[config.mk]
export PLATFORM = sky130hd
export DESIGN_NAME = mem_2_to_1_arbiter
export DESIGN_NICKNAME = d
export VERILOG_FILES = /design/src/rtl/mem_2_to_1_arbiter_pkg.sv /design/src/rtl/rr_arbiter_2.sv /design/src/rtl/mem_2_to_1_arbiter.sv
export SDC_FILE = /design/constraint.sdc
export NUM_CORES = 1
export LEC_CHECK = 0
export ABC_AREA = 1
export CORE_AREA = 5 5 185 187
export CTS_CLUSTER_SIZE = 12
export DETAILED_ROUTE_END_ITERATION = 10
export DIE_AREA = 0 0 190 192
export PLACE_DENSITY = 0.75
export SYNTH_ARGS = -nofsm -noshare
export SYNTH_HDL_FRONTEND = slang
export SYNTH_SLANG_ARGS = --single-unit
[constraint.sdc]
create_clock -name clk -period 1.2 [get_ports clk]
set_input_delay 0.24 -clock clk [delete_from_list [all_inputs] [get_ports clk]]
set_output_delay 0.24 -clock clk [all_outputs]
set_load 0.005 [all_outputs]
[src/rtl/mem_2_to_1_arbiter_pkg.sv]
// Shared types for the two-client memory arbiter.
// Client ids, response tags and default read latency.
package mem_2_to_1_arbiter_pkg;

  localparam int RD_LATENCY_DEF = 1;

  typedef logic client_id_t;

  typedef struct packed {
    logic       valid;
    client_id_t id;
  } rsp_tag_t;

endpackage

[src/rtl/rr_arbiter_2.sv]
// Two-input round-robin grant with its priority pointer.
// The pointer moves to the loser only when a grant is taken.
module rr_arbiter_2 (
  input  logic       clk,
  input  logic       rst_n,
  input  logic [1:0] req,
  output logic [1:0] grant,
  output logic       accept
);

  logic ptr;

  always_comb begin
    grant = 2'b00;
    unique case (req)
      2'b01:   grant = 2'b01;
      2'b10:   grant = 2'b10;
      2'b11:   grant = ptr ? 2'b10 : 2'b01;
      default: grant = 2'b00;
    endcase
  end

  assign accept = |grant;

  always_ff @(posedge clk or negedge rst_n) begin
    if (!rst_n) begin
      ptr <= 1'b0;
    end else if (accept) begin
      ptr <= grant[0];
    end
  end

endmodule

[src/rtl/mem_2_to_1_arbiter.sv]
// Round-robin front-end for memory_2_to_1_wrapper.
// One registered op per cycle; read data routed back by tag.
module mem_2_to_1_arbiter
  import mem_2_to_1_arbiter_pkg::*;
#(
  parameter int WIDTH                = 64,
  parameter int SINGLE_MEM_DEPTH     = 7,
  parameter int SINGLE_MEM_DEPTH_LOG = $clog2(SINGLE_MEM_DEPTH),
  parameter int RD_LATENCY           = RD_LATENCY_DEF
) (
  input  logic                            clk,
  input  logic                            rst_n,
  input  logic                            req_0_valid,
  input  logic                            req_0_we,
  input  logic [SINGLE_MEM_DEPTH_LOG-1:0] req_0_addr,
  input  logic [WIDTH-1:0]                req_0_din,
  output logic                            req_0_ready,
  output logic                            rsp_0_valid,
  output logic [WIDTH-1:0]                rsp_0_dout,
  input  logic                            req_1_valid,
  input  logic                            req_1_we,
  input  logic [SINGLE_MEM_DEPTH_LOG-1:0] req_1_addr,
  input  logic [WIDTH-1:0]                req_1_din,
  output logic                            req_1_ready,
  output logic                            rsp_1_valid,
  output logic [WIDTH-1:0]                rsp_1_dout,
  output logic                            mem_0_wr_en,
  output logic                            mem_0_rd_en,
  output logic [SINGLE_MEM_DEPTH_LOG-1:0] mem_0_wr_addr,
  output logic [SINGLE_MEM_DEPTH_LOG-1:0] mem_0_rd_addr,
  output logic [WIDTH-1:0]                mem_0_din,
  output logic                            mem_1_wr_en,
  output logic                            mem_1_rd_en,
  output logic [SINGLE_MEM_DEPTH_LOG-1:0] mem_1_wr_addr,
  output logic [SINGLE_MEM_DEPTH_LOG-1:0] mem_1_rd_addr,
  output logic [WIDTH-1:0]                mem_1_din,
  input  logic [WIDTH-1:0]                mem_dout
);

  localparam int AW = SINGLE_MEM_DEPTH_LOG;

  typedef struct packed {
    logic             we;
    logic [AW-1:0]    addr;
    logic [WIDTH-1:0] din;
  } req_t;

  typedef struct packed {
    logic             wr_en;
    logic             rd_en;
    logic [AW-1:0]    wr_addr;
    logic [AW-1:0]    rd_addr;
    logic [WIDTH-1:0] din;
  } side_t;

  req_t       req0;
  req_t       req1;
  req_t       sel;
  logic [1:0] grant;
  logic       accept;
  client_id_t gid;
  side_t      side_d;
  side_t      side0_q;
  side_t      side1_q;

  assign req0 = '{we: req_0_we, addr: req_0_addr, din: req_0_din};
  assign req1 = '{we: req_1_we, addr: req_1_addr, din: req_1_din};

  rr_arbiter_2 u_arb (
    .clk    (clk),
    .rst_n  (rst_n),
    .req    ({req_1_valid, req_0_valid}),
    .grant  (grant),
    .accept (accept)
  );

  assign req_0_ready = grant[0];
  assign req_1_ready = grant[1];
  assign gid         = grant[1];
  assign sel         = gid ? req1 : req0;

  // Fields the op does not use stay zero on the wrapper bus
  always_comb begin
    side_d         = '0;
    side_d.wr_en   = sel.we;
    side_d.rd_en   = ~sel.we;
    side_d.wr_addr = sel.we ? sel.addr : '0;
    side_d.rd_addr = sel.we ? '0 : sel.addr;
    side_d.din     = sel.we ? sel.din : '0;
  end

  always_ff @(posedge clk or negedge rst_n) begin
    if (!rst_n) begin
      side0_q <= '0;
      side1_q <= '0;
    end else begin
      side0_q <= (accept && !gid) ? side_d : '0;
      side1_q <= (accept && gid) ? side_d : '0;
    end
  end

  assign {mem_0_wr_en, mem_0_rd_en, mem_0_wr_addr,
          mem_0_rd_addr, mem_0_din} = side0_q;
  assign {mem_1_wr_en, mem_1_rd_en, mem_1_wr_addr,
          mem_1_rd_addr, mem_1_din} = side1_q;

  rsp_tag_t         tag_in;
  rsp_tag_t         tag_q [RD_LATENCY];
  rsp_tag_t         tag_out;
  logic [WIDTH-1:0] hold0_q;
  logic [WIDTH-1:0] hold1_q;

  assign tag_in = '{valid: mem_0_rd_en | mem_1_rd_en,
                    id:    mem_1_rd_en};

  // Tag rides alongside the wrapper's read pipeline
  always_ff @(posedge clk or negedge rst_n) begin
    if (!rst_n) begin
      for (int i = 0; i < RD_LATENCY; i++) begin
        tag_q[i] <= '0;
      end
    end else begin
      tag_q[0] <= tag_in;
      for (int i = 1; i < RD_LATENCY; i++) begin
        tag_q[i] <= tag_q[i-1];
      end
    end
  end

  assign tag_out     = tag_q[RD_LATENCY-1];
  assign rsp_0_valid = tag_out.valid & ~tag_out.id;
  assign rsp_1_valid = tag_out.valid & tag_out.id;

  always_ff @(posedge clk or negedge rst_n) begin
    if (!rst_n) begin
      hold0_q <= '0;
      hold1_q <= '0;
    end else begin
      if (rsp_0_valid) hold0_q <= mem_dout;
      if (rsp_1_valid) hold1_q <= mem_dout;
    end
  end

  assign rsp_0_dout = rsp_0_valid ? mem_dout : hold0_q;
  assign rsp_1_dout = rsp_1_valid ? mem_dout : hold1_q;

endmodule

==> reports/metrics.cfg <==
[power_and_ir_drop]
irDropWorstVdd_v = 0.000916
powerDensity_nw_per_um2 = 1550
p_sw_mw = 8.01
intPower_mw = 20.2
totalPowerFinal_mw = 28.2
p_clk_frac = 0.316
seq_power_share = 0.397
netSwitchingFraction = 0.284
comb_power_share = 0.286
power_leakage_nw = 9.91

[clocking]
clock_latency_ps = 540
cts.sinks = 275
htreeDepth = 1
cts-buffers-inserted = 30
cts.clk_slew.worst_paths_ps = 60
cts-root-buf = clkbuf_16
clk_path_buf_depth = 3
cts_tree = done

[drt]
drt_first_pass_iters = 4
antenna_left = 0
drc = 0
viasPerCell = 4.52
vias = 9369
drtIter0Drc = 337
wl_um = 39000
wl_per_cell_um = 18.8

[floorplanning]
dieArea_um2 = 36500
die_w_um = 190
die_h_um = 192
pin_count = 480
start_util = 0.305
row_count = 66
core-area_um2 = 32300

[logic_synthesis]
yosys.area.top_type_share = 0.698
yosys.area_share.adder = 0
yosysUniqueCellTypes = 17
synth_seq_cells = 275
synth_nets = 1162
synthMuxAreaShare = 0
yosysSeqAreaShare = 0.698
syn_area_um2 = 9850
synth_area_leaders = dfrtp_1 (70%), inv_1 (7.9%), o21ai_0 (6.2%)
avgSynthCellArea_um2 = 10.3
synth_compound_area_frac = 0.0655
syn-instance-count = 958
synth_xor_area_frac = 0
synth_top_family_by_area = simple AND/OR/NAND/NOR gates
yosysWarnings = 0
synth-simple-area-share = 0.129
yosysTopAreaCell = dfrtp_1

[status]
status = finished with violations
violations = setup timing

[sta]
setup_viol_count_final = 468
layout_min_cycle_time_ps = 2210
slew_headroom = 0.687
hold_viol = 0
skew_ps = 8.76
fin_ws_ps = -1010
rsz0062_at_grt = true
tightest_slew_ps = 470
maxSlewViolCount = 0
finalCritPeriodShare = 1.84
fin_tns_setup_ps = -141770
fmax_mhz = 452

[critical_path]
slowest_delay_ps = 430
path_cells = or2_4 -> clkbuf_16 -> clkbuf_16 -> o21ai_4 -> buf_2
crit_top_cell = clkbuf_16
cp.required_ps = 960
path_max_fanout = 7
cp-start-kind = flip-flop
crit_start = tag_out[0]$_DFF_PN0_
cpMaxStageDelayCell = dfrtp_2
end_kind = output port
regToRegStartpoint = tag_out[1]$_DFF_PN0_
worstSetupPathType = reg -> out
cp_data_arrival_time_ps = 1970

[place]
gp_congestion = 0.827
dp_hpwl_um = 25800
io_buffers = 479

[global_route]
first_global_vias = 9877
grt_start_max_net_pins = 48
grt-ovfl-total = 0
grt_usage = 0.194
antenna_found_initial = 2
grt_first_pass_wirelength_um = 55800

[run]
maxCapViolations = 0

[min_path]
hp-class = in -> reg
min_from = req_0_valid

[cells_and_area]
layout-drive-gt1-share = 0.439
fill_cells = 2605
area_growth_pct = 84.9
final_cell_mix = dfrtp_1 (274), inv_1 (206), clkdlybuf4s50_1 (201)
nets = 1818
final_common_cell = dfrtp_1

==> layout make-up <==
cell class | count | area [µm²] | area share
Clock inverter | 4 | 47.5 | 0.00261
Antenna cell | 2 | 5.00 | 0.000275
Clock buffer | 44 | 905 | 0.0497
Timing Repair Buffer | 678 | 5900 | 0.324
Multi-Input combinational cell | 420 | 3140 | 0.172
Inverter | 209 | 785 | 0.0431
Sequential cell | 275 | 6880 | 0.378
Tap cell | 442 | 553 | 0.0304
==> per-layer routing <==
metal	vias to the layer above	global-route usage	wire, µm
li1	4254	-	-
met1	4575	0.218	13800
met2	443	0.339	19900
met3	97	0.0716	3830
met4	0	0.0712	1520
met5	-	0	0
==> final timing paths <==
kind | depth (start not counted) | slack, ps | endpoint
worst max-delay path | 5 | -1010 | rsp_0_dout[49]
worst min-delay path | 4 | 90 | mem_0_rd_en$_DFF_PN0_
worst max register to register | 10 | -440 | hold1_q[45]$_DFF_PN0_
worst min register to register | 2 | 470 | hold1_q[55]$_DFF_PN0_
max in group asynchronous | 3 | 340 | hold0_q[48]$_DFF_PN0_
min in group asynchronous | 2 | 220 | hold1_q[8]$_DFF_PN0_
==> cell usage after synthesis, drive strengths merged <==
library cell	number
buf	33
clkbuf	23
dfrtp	275
inv	209
nand2	139
nand3	6
nand4	64
nor2	73
nor3	5
o21ai	129
or2	2
==> stage by stage <==
step	std cells	util	setup slack, ps	area, µm²	hold slack (ps)
6_report	2074	0.564	-1010	18200	93.1
5_1_grt	2074	0.564	-1080	18200	96.6
4_1_cts	2048	0.560	-1070	18100	62.5
3_5_place_dp	1945	0.503	-749	16200	199
3_3_place_gp	1945	0.503	-735	16200	202
2_1_floorplan	958	-	-86.7	10200	-55.6
==> state kept, by name, summed over array words and instances (netlist names) <==
signal	cells
mem_0_wr_addr	3
mem_0_wr_en	1
mem_1_din	64
mem_1_rd_en	1
mem_1_wr_en	1
mem_0_rd_addr	3
mem_1_wr_addr	3
hold0_q	64
mem_1_rd_addr	3
mem_0_rd_en	1
u_arb.ptr	1
hold1_q	64
tag_out	2
mem_0_din	64
==> cell families (layout without fill, tap and decap cells) <==
group | count (synthesis) | in the layout
and+or+nand+nor | 289 | 291
DFF | 275 | 275
buffers and inverters | 265 | 935
AOI/OAI and AO/OA | 129 | 129
other | 0 | 2
==> power by group through the flow <==
stage                     sequential (mW)  combinational [mW]  clock (mW)
after floorplan                      11.0                2.15           0
after global placement               11.1                7.01           0
after detailed placement             11.1                7.14           0
after CTS                            11.1                7.41        9.09
after global routing                 11.3                8.64        9.55
final                                11.2                8.08        8.93
==> worst max-delay path: cells and delay by family, from the launching register on <==
family	cells	cell delay, ps
AND/OR/NAND/NOR	1	310
AO/OA/AOI/OAI	1	150
buffers and inverters	3	530
flip-flops	1	430
==> what timing repair did <==
action                                  CTS  global route
gates resized for setup                 621           553
endpoints found under the hold margin   174             0
endpoints found under the setup margin  389           503
hold buffers                              1             0
gates cloned                             10            13
pin swaps                                 2            14
setup buffers                            45            27
Note: power is estimated with default switching activity, not from simulation.
==> variant, RTL diff (config.mk and constraints unchanged) <==
`WIDTH`: 64 -> 72.
--- a/src/rtl/mem_2_to_1_arbiter.sv
+++ b/src/rtl/mem_2_to_1_arbiter.sv
@@ -4,5 +4,5 @@
   import mem_2_to_1_arbiter_pkg::*;
 #(
-  parameter int WIDTH                = 64,
+  parameter int WIDTH                = 72,
   parameter int SINGLE_MEM_DEPTH     = 7,
   parameter int SINGLE_MEM_DEPTH_LOG = $clog2(SINGLE_MEM_DEPTH),
Interface: changed (7 resized); port bits go from 480 to 536. The function was not compared with the original's and may differ.
==> variant against the original RTL <==
The run still ends with setup timing left; synthesized area is 14% higher; total power is 27% higher; hold slack better by 0.12 ns; sequential cell count is 32 higher; design area increased by 21%; sequential share of layout area down 3.0 points; wire length rose by 39%; setup slack got worse by 0.026 ns; largest power group unchanged; highest routed layer unchanged.
==> variant: results (changes against the original RTL) <==
status = complete, but fails checks
failing checks = setup timing
Worst Skew = 0.0122 ns (+0.00347 ns)
Biggest Area Class = buffers
pre-CTS setup slack = -0.822 ns (-0.0728 ns)
first-pass GRT wire length = 67100 um (+20%)
met1 WL = 18700 um (+35%)
clk_lat worst skew = 0.51 ns (-0.03 ns)
layout cells sized above 1 = 38.3% (-5.5 points)
Worst IR Drop VDD = 0.00139 V (+52%)
initial antenna violation count = 5 (+3)
Post-Layout Cell Count = 2302 (+11%)
H-Tree Depth = 2 (+1)
Layout area overhead = 97.0%
met1 Use GR = 26.0% (+4.2 points)
Commonest cells post-synth = 307 x dfrtp_1, 156 x nand2_1, 144 x nand3_1
final net count = 2057 (+13%)
final setup margin = -1.04 ns (-0.0256 ns)
sequential area share after synthesis = 68.5% (-1.4 points)
met3 track demand over resource = 9.25% (+2.1 points)
largest net degree at the start of global routing = 47 (-2.1%)
DR iter-0 viols = 491 (+46%)
synth top area cells = dfrtp_1 68%, nand3_1 6.4%, nand2_1 5.2%
syn_area_per_cell = 10.4 um^2 (+0.92%)
ClkCell Share = 5.48% (+0.25 points)
Data buffer area share = 35.4% (+3.1 points)
met2 GRT Util = 41.7% (+7.9 points)
leakage = 10.5 nW (+5.9%)
met2 WL post-DR = 27700 um (+39%)
antenna cell count = 6 (+4)
via density per instance = 5.07 (+12%)
gr usage total = 23.6% (+4.2 points)
metal3 WL = 5320 um (+39%)
final setup fails = 526 (+12%)
Setup Total Neg Slack = -229.13 ns (-87.36 ns)
inverters = 85 (-59%)
I/O Buffers = 535 (+12%)
worst path arrival time = 2.00 ns (+0.03 ns)
GP Congestion = 0.883 (+6.8%)
Worst Path Max Fanout = 5 (-2)
drt first pass iters = 5 (+1)
Detailed Place HPWL = 31300 um (+21%)
multi-input gate count = 611 (+45%)
fill count = 2060 (-21%)
-- variant: cell count changes in the layout (fill, tap and decap cells not counted), sizes merged, moves of 64 or more --
cell           unedited run  this run
nand4                    64         0
clkdlybuf4s50           201       378
clkbuf                  207        92
nand3                     6       144
a21oi                     0        72
inv                     209        89
-- variant: cell families (layout without fill, tap and decap cells) --
| kind of cell | Yosys count | count (layout) | synth area share (%) |
|---|---|---|---|
| other | 0 | 6 | 0 |
| buffers and inverters | 163 | 936 | 6.74 |
| AOI/OAI and AO/OA | 217 | 217 | 9.78 |
| DFF | 307 | 307 | 68.5 |
| and+or+nand+nor | 394 | 394 | 15.0 |
-- variant: worst paths after layout --
path,slack (ns),cells past startpoint,from,to
max,-1.04,7,tag_out[0]$_DFF_PN0_,rsp_0_dout[29]
min,0.21,4,req_1_valid,mem_1_din[62]$_DFF_PN0_
max reg2reg,-0.41,7,tag_out[0]$_DFF_PN0_,hold0_q[11]$_DFF_PN0_
min reg2reg,0.47,2,hold1_q[70]$_DFF_PN0_,hold1_q[70]$_DFF_PN0_
max in group asynchronous,0.35,3,rst_n,hold0_q[69]$_DFF_PN0_
min in group asynchronous,0.28,2,rst_n,mem_1_din[60]$_DFF_PN0_
-- variant: repair_timing --
item                       CTS  global route
gates resized for setup    474           613
hold endpoints to repair    35             0
pin swaps                    2            26
setup buffers               18            71
cloned                       6            26
setup endpoints to repair  504           584
hold buffers                 1             0
-- variant: power by group through the flow --
stage          Sequential [mW]  Clock, mW  Combinational, mW
6_report                  12.8       11.2               11.8
5_1_grt                   12.9       11.9               12.4
4_1_cts                   12.4       11.3               8.84
3_5_place_dp              12.6          0               8.75
3_3_place_gp              12.5          0               8.62
2_1_floorplan             12.5          0               2.55
